==> src/rtl/vga_mem_arb.sv <==
// vga_mem_arb: arbitrates display fetches and host accesses onto one synchronous-read memory.
// Optional macro VGA_MEM_ARB_STARVE_EN adds forced host grants after STARVE_LIM denied cycles.
module vga_mem_arb #(
  parameter int ADDR_W     = 12,
  parameter int DATA_W     = 8,
  parameter int STARVE_LIM = 15
) (
  input  logic              clk,
  input  logic              reset,
  input  logic              disp_req,
  input  logic [ADDR_W-1:0] disp_addr,
  output logic              disp_valid,
  output logic [DATA_W-1:0] disp_data,
  output logic              disp_miss,
  output logic [7:0]        miss_cnt,
  input  logic              host_valid,
  output logic              host_ready,
  input  logic              host_we,
  input  logic [ADDR_W-1:0] host_addr,
  input  logic [DATA_W-1:0] host_wdata,
  output logic              host_rvalid,
  output logic [DATA_W-1:0] host_rdata,
  output logic              mem_en,
  output logic              mem_we,
  output logic [ADDR_W-1:0] mem_addr,
  output logic [DATA_W-1:0] mem_wdata,
  input  logic [DATA_W-1:0] mem_rdata
);

  typedef enum logic [1:0] {
    OWN_NONE,
    OWN_DISP,
    OWN_HOST
  } owner_t;

  if (STARVE_LIM < 1 || STARVE_LIM > 255) begin : g_lim_check
    $error("vga_mem_arb: STARVE_LIM must be within 1..255");
  end

  logic   force_host;
  logic   disp_gnt;
  owner_t tag_a;
  owner_t tag_b;

`ifdef VGA_MEM_ARB_STARVE_EN
  logic [7:0] starve_cnt;
  logic [7:0] miss_q;

  assign force_host = host_valid && (starve_cnt == 8'(STARVE_LIM));
  assign disp_miss  = !reset && force_host && disp_req;
  assign miss_cnt   = miss_q;

  always_ff @(posedge clk or posedge reset) begin
    if (reset) begin
      starve_cnt <= '0;
      miss_q     <= '0;
    end else begin
      if (!host_valid || host_ready)
        starve_cnt <= '0;
      else
        starve_cnt <= starve_cnt + 8'd1;
      if (disp_miss && miss_q != '1)
        miss_q <= miss_q + 8'd1;
    end
  end
`else
  assign force_host = 1'b0;
  assign disp_miss  = 1'b0;
  assign miss_cnt   = '0;
`endif

  // host_ready doubles as the host handshake; it is mutually exclusive with disp_gnt
  assign host_ready = !reset && host_valid && (!disp_req || force_host);
  assign disp_gnt   = !reset && disp_req && !force_host;

  always_ff @(posedge clk or posedge reset) begin
    if (reset) begin
      mem_en    <= 1'b0;
      mem_we    <= 1'b0;
      mem_addr  <= '0;
      mem_wdata <= '0;
      tag_a     <= OWN_NONE;
      tag_b     <= OWN_NONE;
    end else begin
      mem_en <= disp_gnt || host_ready;
      mem_we <= host_ready && host_we;
      tag_b  <= tag_a;
      if (disp_gnt) begin
        mem_addr <= disp_addr;
        tag_a    <= OWN_DISP;
      end else if (host_ready) begin
        mem_addr  <= host_addr;
        mem_wdata <= host_wdata;
        tag_a     <= host_we ? OWN_NONE : OWN_HOST;
      end else begin
        tag_a <= OWN_NONE;
      end
    end
  end

  assign disp_valid  = (tag_b == OWN_DISP);
  assign host_rvalid = (tag_b == OWN_HOST);
  assign disp_data   = disp_valid  ? mem_rdata : '0;
  assign host_rdata  = host_rvalid ? mem_rdata : '0;

endmodule

==> config.mk <==
export PLATFORM = sky130hd
export DESIGN_NAME = vga_mem_arb
export DESIGN_NICKNAME = d
export VERILOG_FILES = /design/src/rtl/vga_mem_arb.sv
export SDC_FILE = /design/constraint.sdc
export NUM_CORES = 1
export LEC_CHECK = 0
export CORE_ASPECT_RATIO = 0.75
export CORE_MARGIN = 2
export CORE_UTILIZATION = 33
export DETAILED_ROUTE_END_ITERATION = 12
export GPL_TIMING_DRIVEN = 0
export MAX_ROUTING_LAYER = met4
export PLACE_DENSITY = 0.8
export SYNTH_ARGS = -nofsm -noshare
export SYNTH_HDL_FRONTEND = slang
export SYNTH_SLANG_ARGS = --single-unit
==> constraint.sdc <==
create_clock -name clk -period 1 [get_ports clk]
set_input_delay 0.1 -clock clk [delete_from_list [all_inputs] [get_ports clk]]
set_output_delay 0.1 -clock clk [all_outputs]
set_load 0.05 [all_outputs]
==> impl_metrics.csv, run 1 <==
group,metric,value,unit
routing,num_vias,1225,
layout,fill_cells,263,
clocking,cts_tree,"yes",
timing,fin_skew,0.006426,ns
critical_path,setup.worst_path.end_class,"output pin",
clocking,clockBufferDepth,2,
global_routing,grt_use_total,18.19,%
global_routing,grt_pass1_wl,5.754,mm
power_and_ir_drop,p_leak,1.121,nW
routing,first_pass_iters,4,
global_routing,antenna_found_initial,0,
timing,worst_pin_slew,0.6880,ns
routing,ant_nets,0,
synthesis,synth_area_per_cell,11.83,sq um
layout,antenna_cells,0,
timing,holdWs,-0.05244,ns
clocking,h-tree-depth,1,
critical_path,r2r-start,"mem_wdata[4]",
power_and_ir_drop,clockPowerShare,23.5,%
routing,via_per_inst,4.676,
power_and_ir_drop,intPower,0.002357,W
global_routing,grt_max_degree,16,
routing,wl_per_cell,14.71,um
placement,pre_cts_slack,-1.175,ns
power_and_ir_drop,seqPwrFrac,35.1,%
placement,gp_congestion,0.7063,
floorplan,dieArea,4313,sq um
floorplan,die_y,57.38,um
synthesis,synth_area_leaders,"dfrtp_1, and2_1, mux2_1, o221a_1, buf_4",
synthesis,ys_seq_elements,26,
floorplan,core.rowCount,19,
worst_hold_path,hold_class,"input pin to async pin",
timing,period_share,133.9,%
routing,detail_route.iter0.violations,12,
routing,drc,0,
clocking,clock_sinks,26,
layout,fin_cells,262,
synthesis,synthesis.area,1254,sq um
layout,synthToLayoutAreaGrowth,100.0,%
critical_path,worst-path-max-fanout,4,
synthesis,ys_seq_area_share,51.90,%
clocking,root_buffer,"clkbuf_8",
clocking,cts_made_buffers,3,
timing,fmaxAchievable,0.7470,GHz
timing,relSlewSlack,53.88,%
critical_path,critPathLaunch,"tag_b[1]",
critical_path,cp_cell_sequence,"nor2b_4 > and2_4 > buf_8",
synthesis,synth_cells,106,
floorplan,ioPinCount,95,
timing,finalCriticalPeriod,1.339,ns
run,cap_violations,0,
critical_path,cp.required,0.90,ns
critical_path,cp_slowest_stage_delay,0.45,ns
layout,nets,256,
placement,place_hpwl,2.846,mm
layout,multi_input_area,640.6,sq um
floorplan,start_util,34.24,%
run_status,status,"finished, violations left",
global_routing,grt_remaining_overflow,0,
placement,placed_cells,250,
power_and_ir_drop,comb_power_share,41.4,%
critical_path,reg2regPathDepth,1,
layout,ff_latch_area,653.1,sq um
timing,fin_ws,-0.3387,ns
power_and_ir_drop,power.total,0.003670,W
critical_path,cp_slowest_cell,"dfrtp_2",
placement,portBuffers,84,
layout,layout-drive-gt1-share,48.57,%
power_and_ir_drop,netSwitchingFraction,35.77,%
critical_path,start_kind,"flop",
clocking,cts.reportedPaths.clkPinSlew,0.09,ns
timing,final-max-slew-violation-count,0,
routing,drt_wl_total,3.855,mm
power_and_ir_drop,netSwitchingPower,0.001313,W
timing,rsz0062_at_grt,"yes",
timing,setup_violations,18,
critical_path,timing_worst_setup_path_type,"flop to output pin",
synthesis,ys_warn_count,0,
power_and_ir_drop,power_density,1464,nW/um^2
synthesis,synth_top_area_share,51.90,%
synthesis,synth.distinct_cells,21,
synthesis,synth_top_cell_by_area,"dfrtp_1",
power_and_ir_drop,vdd_drop_max,0.001104,V
critical_path,worstPathArrival,1.24,ns
global_routing,first_global_vias,1230,
floorplan,die_w,75.17,um
run_status,violations,"hold timing, setup timing",
floorplan,coreArea,3661,sq um
clocking,clock_latency,0.27,ns
timing,hold_violations,15,
timing,tns,-5.820,ns
## cell usage after synthesis
library cell	count
dfrtp_1	26
and2_1	16
buf_4	9
mux2_1	8
nand3b_1	8
o221a_1	8
nor2_1	5
o22ai_1	4
o32ai_1	4
buf_2	2
buf_6	2
clkbuf_1	2
inv_1	2
nand2b_1	2
nor2b_1	2
and2_4	1
and3_1	1
conb_1	1
nor2_4	1
nor3_1	1
or2_4	1
## sequential cells by signal (all words and copies together) (netlist names)
signal     count
mem_wdata      8
tag_b          2
tag_a          2
mem_we         1
mem_en         1
mem_addr      12
## kinds of logic after synthesis
logic type	after synthesis	share of synthesized area (%)
flops	26	51.90
compound gates	16	11.98
other cells	1	0.2991
buf+inv	17	9.182
mux	8	7.186
simple gates	38	19.46
## per-layer routing
metal	vias to the layer above	global-route usage, %	share of wire [%]
met4	0	5.764	1.2
met5	-	-	0
met3	6	4.417	10
li1	565	-	-
met2	73	32.58	52
met1	581	19.62	36
## area by class of cell
type                            instances  share of cell area, %
Timing Repair Buffer                   91                  37.92
Timing Repair inverter                  1                 0.1996
Buffer                                 13                  4.391
Tap cell                               52                  2.595
Inverter                                2                 0.4491
Clock buffer                            3                  1.647
Sequential cell                        26                  26.05
Multi-Input combinational cell         73                  25.55
Clock inverter                          1                  1.198
## cell usage in the layout, fill, tap and decap left out, types with 8 or more instances in the layout
cell,count
buf_6,10
clkdlybuf4s50_1,41
buf_4,22
nand3b_1,8
o221a_1,8
mux2_4,8
and2_4,17
dfrtp_1,24
buf_8,19
conb_1,9
## path summary, 6_finish.rpt
kind                            endpoint  slack (ns)
hold / removal              mem_addr[11]       -0.05
min in group clk                tag_a[1]        0.03
max in group asynchronous       tag_b[1]        0.03
hold reg to reg                 tag_b[1]        0.38
setup / recovery           host_rdata[6]       -0.34
setup reg to reg            mem_wdata[4]        0.19
## through the flow
stage,utilization (%),instance area (sq um)
global route,68.49,2507
detailed placement,62.82,2300
CTS,65.07,2382
finish,68.49,2507
global placement,62.82,2300
floorplan,-,1394
## worst max-delay path: cells and delay by family (launching register included)
| family | cells | cell delay, ns |
|---|---|---|
| DFF | 1 | 0.45 |
| and+or+nand+nor | 2 | 0.39 |
| buffers and inverters | 1 | 0.14 |
## power groups by stage
| stage | sequential, W | combinational [W] | clock, W |
|---|---|---|---|
| floorplan | 0.00175 | 0.000479 | 0 |
| detailed placement | 0.00129 | 0.00150 | 0 |
| finish | 0.00129 | 0.00152 | 0.000862 |
| global route | 0.00130 | 0.00158 | 0.000916 |
| global placement | 0.00128 | 0.00147 | 0 |
| CTS | 0.00127 | 0.00146 | 0.000877 |
## repair_timing
item | in CTS | in global routing
endpoints found under the hold margin | 0 | 17
hold buffers | 0 | 1
resized for setup | 268 | 42
setup buffers | 4 | 2
pin swaps | 1 | 13
gates cloned | 1 | 2
endpoints found under the setup margin | 63 | 45
Power figures use the tool's default switching activity.
==> inputs of run 2 (changes only) <==
--- a/config.mk
+++ b/config.mk
@@ -10,6 +10,7 @@
 export CORE_UTILIZATION = 33
 export DETAILED_ROUTE_END_ITERATION = 12
 export GPL_TIMING_DRIVEN = 0
+export HOLD_SLACK_MARGIN = 0.08
 export MAX_ROUTING_LAYER = met4
 export PLACE_DENSITY = 0.8
 export SYNTH_ARGS = -nofsm -noshare
==> run 2 against run 1 <==
Effect of this change:
- the run still ends with hold timing, setup timing left
- register-to-register slack is essentially flat
- sequential power is essentially flat
- clock power is essentially flat
- worst hold slack gained 0.00058 ns
- worst setup slack is essentially flat
==> impl_metrics.csv, run 2 (synthesis gave the netlist of run 1 again) <==
group,metric,value,unit
critical_path,worstPathArrival,1.24,ns
layout,top_register,"mem_addr",
clocking,clockBufferDepth,2,
layout,mostFrequentLayoutCells,"clkdlybuf4s50_1, dfrtp_1, buf_4",
timing,setup_violations,18,
clocking,ctsHoldBuffers,2,
placement,gp_congestion,0.7063,
critical_path,r2r_slack,0.19,ns
routing,ant_nets,0,
routing,drt_wl_total,3.906,mm
timing,rsz0062_at_grt,"yes",
routing,num_vias,1234,
timing,finalCriticalPeriod,1.339,ns
layout,synthToLayoutAreaGrowth,101.6,%
layout,ff_latch_area,653.1,sq um
clocking,root_buffer,"clkbuf_8",
layout,layout-drive-gt1-share,48.58,%
critical_path,worst-path-max-fanout,4,
placement,place_area,2300,sq um
run_status,status,"finished, violations left",
clocking,clock_latency,0.27,ns
floorplan,core.rowCount,19,
timing,tns,-5.820,ns
layout,final_cell_area,2527,sq um
global_routing,grt_use_total,18.38,%
critical_path,cpLargestDelayFamily,"flip-flops",
layout,fill_cells,262,
power_and_ir_drop,comb_power_share,41.5,%
critical_path,cp_slowest_cell,"dfrtp_2",
timing,worst_pin_slew,0.6896,ns
critical_path,setup.worst_path.end_class,"output pin",
placement,placed_cells,250,
global_routing,grt_remaining_overflow,0,
critical_path,cp_cell_sequence,"nor2b_4 > and2_4 > buf_8",
power_and_ir_drop,vdd_drop_max,0.001086,V
timing,holdWs,-0.05186,ns
timing,fin_skew,0.007263,ns
clocking,cts.reportedPaths.clkPinSlew,0.09,ns
power_and_ir_drop,power_density,1456,nW/um^2
routing,first_pass_iters,4,
floorplan,start_util,34.24,%
placement,pre_cts_slack,-1.175,ns
power_and_ir_drop,clockPowerShare,23.5,%
run,cap_violations,0,
timing,final-max-slew-violation-count,0,
placement,place_hpwl,2.846,mm
layout,fin_cells,264,
global_routing,grt_max_degree,16,
timing,relSlewSlack,53.78,%
worst_hold_path,hold_class,"input pin to async pin",
timing,hold_violations,15,
run_status,violations,"hold timing, setup timing",
layout,nets,258,
routing,via_per_inst,4.674,
routing,detail_route.iter0.violations,11,
clocking,h-tree-depth,1,
critical_path,cp_slowest_stage_delay,0.45,ns
clocking,cts_tree,"yes",
power_and_ir_drop,p_leak,1.139,nW
timing,period_share,133.9,%
power_and_ir_drop,netSwitchingFraction,35.78,%
floorplan,ioPinCount,95,
routing,drc,0,
critical_path,path_buf_inv,1,
floorplan,die_w,75.17,um
layout,antenna_cells,0,
floorplan,die_y,57.38,um
power_and_ir_drop,netSwitchingPower,0.001317,W
timing,fin_ws,-0.3388,ns
layout,final_common_cell,"clkdlybuf4s50_1",
critical_path,cp.required,0.90,ns
timing,fmaxAchievable,0.7469,GHz
global_routing,antenna_found_initial,0,
power_and_ir_drop,intPower,0.002363,W
layout,multi_input_area,640.6,sq um
routing,wl_per_cell,14.80,um
global_routing,grt_pass1_wl,5.823,mm
global_routing,first_global_vias,1236,
layout,top_regs,"mem_addr (12), mem_wdata (8)",
critical_path,start_kind,"flop",
clocking,cts_made_buffers,3,
clocking,clock_sinks,26,
floorplan,dieArea,4313,sq um
power_and_ir_drop,seqPwrFrac,35.0,%
placement,portBuffers,84,
critical_path,timing_worst_setup_path_type,"flop to output pin",
floorplan,coreArea,3661,sq um
layout,largest_reg_flops,12,
-- run 2: final cells by class --
cell class / instances / area share (%)
plain buffers: 13 / 4.356
clock buffers: 3 / 1.634
clock inverters: 1 / 1.188
repair inverters: 1 / 0.1980
flip-flops and latches: 26 / 25.84
repair buffers: 93 / 38.42
well taps: 52 / 2.574
multi-input cells: 73 / 25.35
inverters: 2 / 0.4455
-- run 2: what timing repair did --
action	in CTS	in global routing
endpoints found under the setup margin	63	61
gates resized for setup	268	43
endpoints found under the hold margin	18	15
buffers inserted	4	3
pin swaps	1	13
gates cloned	1	2
-- run 2: worst paths after layout --
path,startpoint,to,cells after the start
max,tag_b[1],host_rdata[6],3
min,reset,mem_addr[11],2
max reg2reg,mem_wdata[4],mem_wdata[4],1
min reg2reg,tag_a[1],tag_b[1],0
max in group asynchronous,reset,tag_b[1],4
min in group clk,disp_req,mem_addr[11],3
-- run 2: power groups by stage --
stage	Sequential, W	Combinational (W)	Clock [W]
after floorplan	0.00175	0.000479	0
after global placement	0.00128	0.00147	0
after detailed placement	0.00129	0.00150	0
after CTS	0.00127	0.00146	0.000877
after global routing	0.00130	0.00159	0.000916
final	0.00129	0.00153	0.000865
-- run 2: routing by layer --
metal	part of all wire (%)	wire length [um]	GRT usage [%]	vias to the layer above
met5	0	0	-	-
met4	1.2	45	5.764	0
met3	10	396	4.417	6
met2	53	2055	33.21	71
met1	36	1408	19.62	588
li1	-	-	-	569
-- run 2: per-stage QoR --
| step | utilization [%] | hold WS (ns) | total power (W) |
|---|---|---|---|
| final | 69.04 | -0.05186 | 0.003680 |
| after global routing | 69.04 | -0.0004086 | 0.003809 |
| after CTS | 65.62 | 0.07910 | 0.003612 |
| after detailed placement | 62.82 | 0.3206 | 0.002791 |
| after global placement | 62.82 | 0.3228 | 0.002757 |
| after floorplan | - | 0.01169 | 0.002229 |
==> inputs of run 3 (changes only) <==
--- a/config.mk
+++ b/config.mk
@@ -13,6 +13,7 @@
 export HOLD_SLACK_MARGIN = 0.08
 export MAX_ROUTING_LAYER = met4
 export PLACE_DENSITY = 0.8
+export SKIP_CTS_REPAIR_TIMING = 1
 export SYNTH_ARGS = -nofsm -noshare
 export SYNTH_HDL_FRONTEND = slang
 export SYNTH_SLANG_ARGS = --single-unit
==> run 3 against run 2 <==
Effect of this change:
- the run ends with setup timing left
- combinational power hardly changed
- highest routed layer unchanged
- clock skew fell by 0.00079 ns
- register-to-register slack is essentially flat
==> impl_metrics.csv, run 3 (synthesis gave the netlist of run 1 again) <==
group,metric,value,unit
global_routing,grt_pass1_wl,5.485,mm
placement,portBuffers,84,
timing,tns,-6.768,ns
layout,mostFrequentLayoutCells,"clkdlybuf4s50_1, buf_4, dfrtp_1",
placement,pre_cts_slack,-1.175,ns
timing,fmaxAchievable,0.7359,GHz
layout,top_register,"mem_addr",
layout,layout-drive-gt1-share,47.87,%
run,cap_violations,0,
timing,setup_violations,21,
routing,drt_wl_total,3.837,mm
floorplan,core.rowCount,19,
layout,antenna_cells,0,
timing,holdWs,0.04019,ns
clocking,clockBufferDepth,2,
worst_hold_path,hold_class,"input pin to async pin",
timing,fin_skew,0.006474,ns
global_routing,first_global_vias,1187,
critical_path,setup.worst_path.end_class,"flop",
timing,worst_pin_slew,0.7046,ns
layout,nets,257,
clocking,h-tree-depth,1,
floorplan,coreArea,3661,sq um
global_routing,grt_remaining_overflow,0,
global_routing,grt_use_total,17.36,%
run_status,violations,"setup timing",
floorplan,die_y,57.38,um
timing,relSlewSlack,52.77,%
routing,wl_per_cell,14.59,um
critical_path,worst-path-max-fanout,5,
routing,via_per_inst,4.639,
clocking,clock_sinks,26,
power_and_ir_drop,power_density,1459,nW/um^2
timing,finalCriticalPeriod,1.359,ns
critical_path,timing_worst_setup_path_type,"input pin to flop",
floorplan,start_util,34.24,%
clocking,clock_latency,0.27,ns
run_status,status,"finished, violations left",
layout,top_regs,"mem_addr (12), mem_wdata (8)",
timing,fin_ws,-0.3588,ns
routing,ant_nets,0,
timing,period_share,135.9,%
placement,place_hpwl,2.846,mm
floorplan,ioPinCount,95,
clocking,cts.reportedPaths.clkPinSlew,0.09,ns
power_and_ir_drop,p_leak,1.140,nW
global_routing,antenna_found_initial,0,
routing,first_pass_iters,3,
layout,final_common_cell,"clkdlybuf4s50_1",
timing,rsz0062_at_grt,"yes",
clocking,cts_made_buffers,3,
critical_path,cp.required,1.16,ns
timing,hold_violations,0,
global_routing,grt_max_degree,32,
critical_path,start_kind,"input pin",
layout,synthToLayoutAreaGrowth,100.1,%
placement,gp_congestion,0.7063,
clocking,root_buffer,"clkbuf_8",
routing,detail_route.iter0.violations,18,
power_and_ir_drop,vdd_drop_max,0.001052,V
clocking,cts_tree,"yes",
layout,largest_reg_flops,12,
timing,final-max-slew-violation-count,0,
routing,num_vias,1220,
routing,drc,0,
layout,finish.utilization,68.52,%
floorplan,dieArea,4313,sq um
critical_path,worstPathArrival,1.52,ns
floorplan,die_w,75.17,um
[run 3: critical path, stage by stage]
cell            delay (ns)
dlymetal6s2s_1        0.25
clkinvlp_4            0.17
dlygate4sd3_1         0.61
buf_4                 0.17
o22ai_1               0.17
nor2_1                0.06
[run 3: final timing paths]
path	start	end	slack (ns)	cells after the start
setup / recovery	reset	mem_addr[1]	-0.36	6
hold / removal	reset	mem_wdata[0]	0.04	2
setup reg to reg	mem_wdata[4]	mem_wdata[4]	0.19	1
hold reg to reg	tag_a[1]	tag_b[1]	0.37	0
max in group asynchronous	reset	tag_b[1]	0.27	4
min in group clk	disp_req	mem_addr[11]	0.16	3
[run 3: metal layers]
metal	routed length (um)	up-vias	global-route usage (%)
li1	-	573	-
met3	389	6	3.710
met5	0	-	-
met1	1429	572	18.92
met4	45	0	5.764
met2	1972	69	31.08
[run 3: stage by stage]
stage	instances	power, W	cell area (sq um)
5_1_grt	263	0.003798	2509
6_report	263	0.003660	2509
4_1_cts	254	0.003655	2371
3_5_place_dp	250	0.002791	2300
3_3_place_gp	250	0.002757	2300
2_1_floorplan	114	0.002229	1394
[run 3: cell type report]
cell class              instances  area, sq um
clock buffers                   3        41.29
fillers                       271         1152
repair buffers                 92        952.2
clock inverters                 1        30.03
well taps                      52        65.06
plain buffers                  13        110.1
multi-input cells              73        640.6
inverters                       2        11.26
flip-flops and latches         26        653.1
repair inverters                1        5.005
[run 3: where the power goes]
group | switching, W | internal (W) | total [W]
sequential | 0.0000983 | 0.00119 | 0.00129
combinational | 0.000886 | 0.000630 | 0.00152
clock | 0.000321 | 0.000535 | 0.000857
total | 0.00131 | 0.00235 | 0.00366
